`src/rtl/cry_level_eval.sv`:
```
// Crying-loudness window evaluator: averages fixed sample windows, compares
// successive averages and issues single-cycle step commands to the FAG counters.
module cry_level_eval #(
  parameter int LOG2_WIN = 4,
  parameter int HYST     = 8,
  parameter int QUIET    = 16,
  parameter int HOLDOFF  = 1000,
  parameter int F_MAX    = 15,
  parameter int F_MIN    = 1,
  parameter int A_MIN    = 1
) (
  input  logic       clk,
  input  logic       reset,
  input  logic       sample_valid,
  input  logic [7:0] sample,
  input  logic [3:0] fag_f,
  input  logic [3:0] fag_a,
  output logic       f_hoog,
  output logic       f_laag,
  output logic       a_laag,
  output logic [7:0] level,
  output logic       eval_busy
);

  localparam int SW = 8 + LOG2_WIN;
  localparam int HW = (HOLDOFF > 1) ? $clog2(HOLDOFF + 1) : 1;
  localparam logic [HW-1:0] HOLD_LOAD = HW'(HOLDOFF);

  typedef enum logic [1:0] {S_ACCUM, S_DECIDE, S_PULSE, S_HOLD} state_e;
  typedef enum logic [1:0] {CMD_NONE, CMD_HOOG, CMD_LAAG, CMD_ALAAG} cmd_e;

  state_e                r_state;
  state_e                w_next;
  logic [SW-1:0]         r_sum;
  logic [LOG2_WIN-1:0]   r_cnt;
  logic [HW-1:0]         r_hold;
  logic [7:0]            r_prev;
  logic [7:0]            r_level;
  logic                  r_dir;
  logic                  r_first;
  logic                  r_f_hoog;
  logic                  r_f_laag;
  logic                  r_a_laag;

  logic [7:0]            w_avg;
  logic [8:0]            w_avg9;
  logic [8:0]            w_prev9;
  logic                  w_rise;
  logic                  w_fall;
  logic                  w_quiet;
  logic                  w_step;
  logic                  w_dir_next;
  cmd_e                  w_cmd;

  assign w_avg   = r_sum[LOG2_WIN +: 8];
  assign w_avg9  = {1'b0, w_avg};
  assign w_prev9 = {1'b0, r_prev};
  // Widened to 9 bits so adding the hysteresis to 255 cannot wrap.
  assign w_rise  = w_avg9 > (w_prev9 + 9'(HYST));
  assign w_fall  = w_prev9 > (w_avg9 + 9'(HYST));
  assign w_quiet = w_avg9 < 9'(QUIET);

  // Decision for the window just completed; only consumed in S_DECIDE.
  always_comb begin
    // NOTE: every combinational output gets a default first so no path leaves it unassigned (no latch).
    w_cmd      = CMD_NONE;
    w_dir_next = r_dir;
    w_step     = 1'b0;
    if (!r_first) begin
      if (w_rise) begin
        w_dir_next = ~r_dir;
        w_step     = 1'b1;
      end else if (w_fall) begin
        w_step     = 1'b1;
      end else if (w_quiet && (fag_a > 4'(A_MIN))) begin
        w_cmd      = CMD_ALAAG;
      end
      if (w_step) begin
        if (!w_dir_next) begin
          if (fag_f < 4'(F_MAX)) w_cmd = CMD_HOOG;
        end else begin
          if (fag_f > 4'(F_MIN)) w_cmd = CMD_LAAG;
        end
      end
    end
  end

  always_ff @(posedge clk or negedge reset) begin
    if (!reset) r_state <= S_ACCUM;
    // NOTE: sequential state uses non-blocking assignment so all flops update from pre-edge values.
    else        r_state <= w_next;
  end

  always_comb begin
    w_next = r_state;
    unique case (r_state)
      S_ACCUM:  if (sample_valid && (r_cnt == '1)) w_next = S_DECIDE;
      S_DECIDE: w_next = (w_cmd != CMD_NONE) ? S_PULSE : S_ACCUM;
      S_PULSE:  w_next = (HOLDOFF == 0) ? S_ACCUM : S_HOLD;
      S_HOLD:   if (r_hold <= HW'(1)) w_next = S_ACCUM;
      default:  w_next = S_ACCUM;
    endcase
  end

  always_comb begin
    eval_busy = (r_state != S_ACCUM);
    f_hoog    = r_f_hoog;
    f_laag    = r_f_laag;
    a_laag    = r_a_laag;
    level     = r_level;
  end

  always_ff @(posedge clk or negedge reset) begin
    if (!reset) begin
      r_sum    <= '0;
      r_cnt    <= '0;
      r_hold   <= '0;
      r_prev   <= '0;
      r_level  <= '0;
      r_dir    <= 1'b0;
      r_first  <= 1'b1;
      r_f_hoog <= 1'b0;
      r_f_laag <= 1'b0;
      r_a_laag <= 1'b0;
    end else begin
      // Pulses are registered out of DECIDE, so they are high only in PULSE.
      r_f_hoog <= (r_state == S_DECIDE) && (w_cmd == CMD_HOOG);
      r_f_laag <= (r_state == S_DECIDE) && (w_cmd == CMD_LAAG);
      r_a_laag <= (r_state == S_DECIDE) && (w_cmd == CMD_ALAAG);
      unique case (r_state)
        S_ACCUM: begin
          if (sample_valid) begin
            r_sum <= r_sum + SW'(sample);
            r_cnt <= r_cnt + LOG2_WIN'(1);
          end
        end
        S_DECIDE: begin
          r_level <= w_avg;
          r_prev  <= w_avg;
          r_sum   <= '0;
          r_cnt   <= '0;
          r_first <= 1'b0;
          r_dir   <= w_dir_next;
        end
        S_PULSE:  r_hold <= HOLD_LOAD;
        S_HOLD:   r_hold <= r_hold - HW'(1);
        default:  r_hold <= '0;
      endcase
    end
  end

endmodule

```
`config.mk`:
```
export PLATFORM = sky130hd
export DESIGN_NAME = cry_level_eval
export DESIGN_NICKNAME = d
export VERILOG_FILES = /design/src/rtl/cry_level_eval.sv
export SDC_FILE = /design/constraint.sdc
export NUM_CORES = 1
export LEC_CHECK = 0
export ABC_AREA = 1
export CORE_MARGIN = 3
export CORE_UTILIZATION = 35
export CTS_CLUSTER_SIZE = 14
export DETAILED_ROUTE_END_ITERATION = 16
export GPL_TIMING_DRIVEN = 0
export SLEW_MARGIN = 25
export SYNTH_ARGS = -nofsm -noshare
export SYNTH_HDL_FRONTEND = slang
export SYNTH_SLANG_ARGS = --single-unit
```
`constraint.sdc`:
```
create_clock -name clk -period 2.7 [get_ports clk]
set_input_delay 0.54 -clock clk [delete_from_list [all_inputs] [get_ports clk]]
set_output_delay 0.54 -clock clk [all_outputs]
set_load 0.005 [all_outputs]
```
==> flow_metrics.env, run 1 <==
export IMPL_initial_core_util_pct=36.5
export IMPL_synth_compound_area_share_pct=12.9
export IMPL_grt_usage_pct=13.9
export IMPL_cts_buffers=5
export IMPL_hold_buffers=0
export IMPL_synthAdderAreaFrac_pct=13.9
export IMPL_min_period_over_period_pct=84.5
export IMPL_port_buffers=29
export IMPL_rsz0062_at_grt="no"
export IMPL_fin_ws_ns=0.418
export IMPL_pin_count=31
export IMPL_instances_no_fill=465
export IMPL_ys_seq_area_share_pct=38.4
export IMPL_drt_iter0_markers=115
export IMPL_finalHoldViolations=0
export IMPL_cts_htree_levels=2
export IMPL_synth_simple_area_share_pct=23.4
export IMPL_p_total_uw=3340
export IMPL_area_growth_syn_to_layout_pct=20.8
export IMPL_seq_area_um2=1030
export IMPL_post_cts_buffers=0
export IMPL_antenna_cells=0
export IMPL_insertion_delay_ns=0.29
export IMPL_max_freq_mhz=438
export IMPL_synth_seq_cells=41
export IMPL_cts_tree="done"
export IMPL_routedWlPerCell_um=11.8
export IMPL_worst_pin_slew_ns=0.505
export IMPL_crit_arrival_ns=2.45
export IMPL_detail_route_vias_per_cell=4.79
export IMPL_synthMuxAreaShare_pct=0
export IMPL_vias=2226
export IMPL_max_slew_margin_pct=66.4
export IMPL_drcViolationCount=0
export IMPL_final_setup_viol_count=0
export IMPL_dp_cells=457
export IMPL_synth_nets=376
export IMPL_synthXorXnorAreaFrac_pct=3.60
export IMPL_fill_cells=726
export IMPL_crit_type="register to register"
export IMPL_final_nets=413
export IMPL_layout_common_cells="nand2_1, inv_1, dfrtp_1"
export IMPL_ir_worst_vdd_uv=260
export IMPL_drv_slew=0
export IMPL_finish_utilization_pct=44.1
export IMPL_powerDensity_nw_per_um2=1030
export IMPL_placed_area_um2=3110
export IMPL_grt_overflow_total=0
export IMPL_grt_max_degree=23
export IMPL_fp_dieW_um=93.4
export IMPL_cp_data_required_time_ns=2.87
export IMPL_multiInputGateArea_um2=1440
export IMPL_p_leak_uw=0.00150
export IMPL_place_ws_ns=0.255
export IMPL_fin_skew_ns=0.00576
export IMPL_syn_avg_cell_area_um2=8.15
export IMPL_globalplace_congestion=0.825
export IMPL_std_cell_rows=31
export IMPL_endpoint_kind="register"
export IMPL_hold_class="input port to async pin"
export IMPL_yosysUniqueCellTypes=35
export IMPL_grt_first_pass_wirelength_um=9860
export IMPL_clock_path_buffers=2
export IMPL_min_period_ns=2.28
export IMPL_ant_nets=0
export IMPL_dieArea_um2=8720
export IMPL_dr_pass1_iters=6
export IMPL_core_region_area_um2=7330
export IMPL_antenna_found_initial=0
export IMPL_cap_violations=0
export IMPL_dieHeight_um=93.4
export IMPL_startpoint_type="register"
export IMPL_status="complete, no violations"
export IMPL_cp_max_fo=7
export IMPL_drive_above_1_share_pct=7.92
export IMPL_cts_resized=0
export IMPL_synth_top_family_by_area="simple AND/OR/NAND/NOR gates"
export IMPL_netlist_instances=328
export IMPL_grt_pass1_vias=2166
export IMPL_root_buffer="clkbuf_8"
export IMPL_syn_area_um2=2670
export IMPL_dp_hpwl_um=4320
export IMPL_wl_um=5500
export IMPL_yosysWarnings=0
export IMPL_fin_area_um2=3230
export IMPL_cts_clk_slew_worst_paths_ns=0.08
export IMPL_final_common_cell="nand2_1"
export IMPL_cts_sinks=41
kinds of logic after synthesis:
group,after synthesis
compound gates,60
fa+ha+maj,29
flops,41
xor+xnor,11
buf+inv,50
simple gates,137
Yosys cell counts:
library cell	n	area share, %
nand3_1	23	4.3
nand4_1	3	0.70
o21ai_0	23	4.3
nor2_1	26	3.6
xnor2_1	5	1.6
o22ai_1	5	1.2
ha_1	28	13
nand2_2	4	0.94
o21ai_2	2	0.66
xor2_1	6	2.0
o21bai_1	1	0.28
a21oi_1	19	3.6
o21ai_1	1	0.19
nor2_2	1	0.23
nand3b_1	1	0.28
nor2_4	2	0.84
inv_1	44	6.2
nor4_1	1	0.23
or3_1	1	0.23
dfstp_2	1	0.98
nor4_2	1	0.47
a22o_1	3	0.98
nand2_1	65	9.1
buf_6	2	0.84
nor2_8	1	0.75
o211ai_1	3	0.84
nor3_1	7	1.3
dfrtp_1	40	37
o41ai_1	1	0.33
inv_2	2	0.28
nand3_2	1	0.37
o31ai_1	2	0.56
fa_1	1	0.75
buf_2	1	0.19
inv_6	1	0.33
layout make-up:
type                            count  share of cell area [%]
Tap cell                           99                    3.83
Timing Repair Buffer               30                    9.68
Buffer                              3                   0.852
Clock inverter                      2                    1.16
Inverter                           47                    5.62
Clock buffer                        6                    2.56
Sequential cell                    41                    31.8
Multi-Input combinational cell    237                    44.5
metal layers:
layer / GRT usage, % / routed length, um / up-vias
met1: 17.9 / 2630 / 1036
met5: 0 / 0 / -
met2: 23.7 / 2660 / 23
li1: - / - / 1161
met3: 2.25 / 123 / 6
met4: 4.40 / 83 / 0
flip-flops by register name, indices dropped and copies added, names as in the netlist, named ones only:
name / flops
r_state: 1
r_cnt: 4
f_hoog: 1
r_hold: 10
r_dir: 1
r_sum: 12
f_laag: 1
a_laag: 1
level: 8
r_first: 1
critical path, stage by stage, from the launching register on:
cell	delay [ns]
dfrtp_1	0.51
ha_1	0.25
nand3_1	0.10
xor2_1	0.16
ha_1	0.27
inv_1	0.04
nor2_1	0.18
nand3_1	0.09
nand3_1	0.09
nand2_1	0.10
nand2_1	0.09
nand2_1	0.09
nand2_1	0.10
nand3_1	0.08
stage by stage:
step           hold WS (ns)  setup TNS [ns]
2_1_floorplan         0.244               0
3_3_place_gp          0.433           -1.46
3_5_place_dp          0.434               0
4_1_cts               0.214               0
5_1_grt               0.226               0
6_report              0.201               0
worst paths after layout:
path | start | end | slack (ns) | cells after the start
min in group clk | r_first | r_first | 0.45 | 2
max in group asynchronous | reset | r_first | 1.94 | 2
hold reg to reg | r_first | r_first | 0.45 | 2
hold / removal | reset | r_dir | 0.20 | 1
setup reg to reg | r_sum[8] | register | 0.42 | 13
setup / recovery | r_sum[8] | register | 0.42 | 13
report_power, final:
group          switching, uW  internal, uW  total, uW
logic                   1030           738       1770
clock network            217           301        518
registers                219           831       1050
Power figures use the tool's default switching activity.
==> run 2, diff against run 1 <==
- clock period: 2.7 -> 1.95 ns (I/O delays scaled with it)
==> flow_metrics.env, run 2 (synthesis gave the netlist of run 1 again) <==
export IMPL_status="complete, but fails checks"
export IMPL_violations="negative setup slack"
export IMPL_initial_core_util_pct=36.5
export IMPL_finalHoldViolations=0
export IMPL_dr_pass1_iters=4
export IMPL_worstReg2RegStart="level[4]"
export IMPL_dp_hpwl_um=4320
export IMPL_port_buffers=29
export IMPL_final_nets=424
export IMPL_critPathBufInv=1
export IMPL_cp_startpoint="level[4]"
export IMPL_cap_violations=0
export IMPL_core_region_area_um2=7330
export IMPL_ant_nets=0
export IMPL_globalplace_congestion=0.816
export IMPL_ir_worst_vdd_uv=419
export IMPL_drcViolationCount=0
export IMPL_p_leak_uw=0.00158
export IMPL_critical_path_slowest_cell="dfrtp_2"
export IMPL_grt_max_degree=28
export IMPL_vias=2293
export IMPL_grt_first_pass_wirelength_um=10100
export IMPL_antenna_found_initial=0
export IMPL_grt_pass1_vias=2296
export IMPL_largest_reg_flops=12
export IMPL_worst_pin_slew_ns=0.414
export IMPL_max_freq_mhz=466
export IMPL_insertion_delay_ns=0.29
export IMPL_pin_count=31
export IMPL_final_common_cell="nand2_1"
export IMPL_drive_above_1_share_pct=21.5
export IMPL_finish_utilization_pct=48.0
export IMPL_crit_type="register to register"
export IMPL_fin_skew_ns=0.00660
export IMPL_cts_tree="done"
export IMPL_fp_dieW_um=93.4
export IMPL_hold_class="input port to async pin"
export IMPL_fill_cells=695
export IMPL_wl_um=5940
export IMPL_cp_max_fo=4
export IMPL_cp_data_required_time_ns=2.12
export IMPL_area_growth_syn_to_layout_pct=31.7
export IMPL_endpoint_kind="register"
export IMPL_drt_iter0_markers=129
export IMPL_final_setup_viol_count=5
export IMPL_r2r_setup_slack_ns=-0.20
export IMPL_grt_usage_pct=14.2
export IMPL_powerDensity_nw_per_um2=1520
export IMPL_min_period_over_period_pct=110
export IMPL_cts_htree_levels=2
export IMPL_startpoint_type="register"
export IMPL_regMostFlops="r_sum"
export IMPL_multiInputGateArea_um2=1640
export IMPL_grt_overflow_total=0
export IMPL_min_period_ns=2.15
export IMPL_antenna_cells=0
export IMPL_crit_arrival_ns=2.32
export IMPL_place_ws_ns=-0.339
export IMPL_cts_buffers=5
export IMPL_drv_slew=0
export IMPL_detail_route_vias_per_cell=4.82
export IMPL_critPathMaxStageDelay_ns=0.46
export IMPL_clock_path_buffers=2
export IMPL_tns_ns=-0.690
export IMPL_cts_clk_slew_worst_paths_ns=0.08
export IMPL_dieArea_um2=8720
export IMPL_routedWlPerCell_um=12.5
export IMPL_max_slew_margin_pct=72.3
export IMPL_rsz0062_at_grt="yes"
export IMPL_root_buffer="clkbuf_8"
export IMPL_path_delay_family="simple AND/OR/NAND/NOR gates"
export IMPL_seq_area_um2=1030
export IMPL_dieHeight_um=93.4
export IMPL_std_cell_rows=31
export IMPL_fin_ws_ns=-0.195
export IMPL_cts_sinks=41
export IMPL_cp_cell_sequence="ha_4 > xnor2_2 > ha_1 > nand2_1 > inv_1 > a21oi_2 > nand2_1 > nand2_1 > nand2_2 > nand2_4 > nand2_2 > nand3_2 > nand2_4 > nand2_2 > nand3_2"
export IMPL_layout_common_cells="nand2_1, inv_1, dfrtp_1"
==> run 2: what timing repair did <==
item,in CTS,in global routing
setup endpoints to repair,7,9
pin swaps,14,20
setup buffers,6,5
hold buffers,0,0
gates resized for setup,20,30
==> run 2: cell type report <==
type                    instances  area share, %
plain buffers                   3          0.782
clock buffers                   7           2.45
clock inverters                 1          0.853
inverters                      47           5.15
multi-input cells             237           46.4
flip-flops and latches         41           29.4
well taps                      99           3.52
repair buffers                 41           11.4
==> run 2: final timing paths <==
| check | endpoint | depth (start not counted) |
|---|---|---|
| worst max-delay path | register | 15 |
| worst min-delay path | r_dir | 1 |
| worst max register to register | register | 15 |
| worst min register to register | r_first | 2 |
| max in group asynchronous | r_first | 2 |
| min in group clk | r_first | 2 |
==> run 2: power breakdown <==
group          internal [uW]  switching [uW]
Sequential              1160             313
Combinational           1380            1790
Clock                    418             291
Total                   2960            2390
==> run 2: worst reg2reg max path, stage by stage, from the launching register on <==
cell,delay [ns]
dfrtp_2,0.46
ha_4,0.19
xnor2_2,0.13
ha_1,0.31
nand2_1,0.09
inv_1,0.05
a21oi_2,0.11
nand2_1,0.07
nand2_1,0.07
nand2_2,0.09
nand2_4,0.12
nand2_2,0.06
nand3_2,0.08
nand2_4,0.06
nand2_2,0.08
nand3_2,0.06
==> run 2: layer usage <==
metal | global-route usage, % | part of all wire (%) | up-vias
li1 | - | - | 1185
met3 | 2.09 | 2.6 | 9
met1 | 19.0 | 47 | 1063
met5 | 0 | 0 | -
met4 | 3.42 | 1.7 | 0
met2 | 24.2 | 48 | 36
==> run 2: per-stage QoR <==
stage / total power [uW] / instances / hold WS [ns] / cell area (um2)
2_1_floorplan: 3280 / 328 / 0.0944 / 2690
4_1_cts: 4980 / 471 / 0.00335 / 3370
3_5_place_dp: 3970 / 457 / 0.327 / 3120
5_1_grt: 5910 / 476 / 0.0200 / 3520
3_3_place_gp: 3900 / 456 / 0.433 / 3110
6_report: 5350 / 476 / 0.00328 / 3520
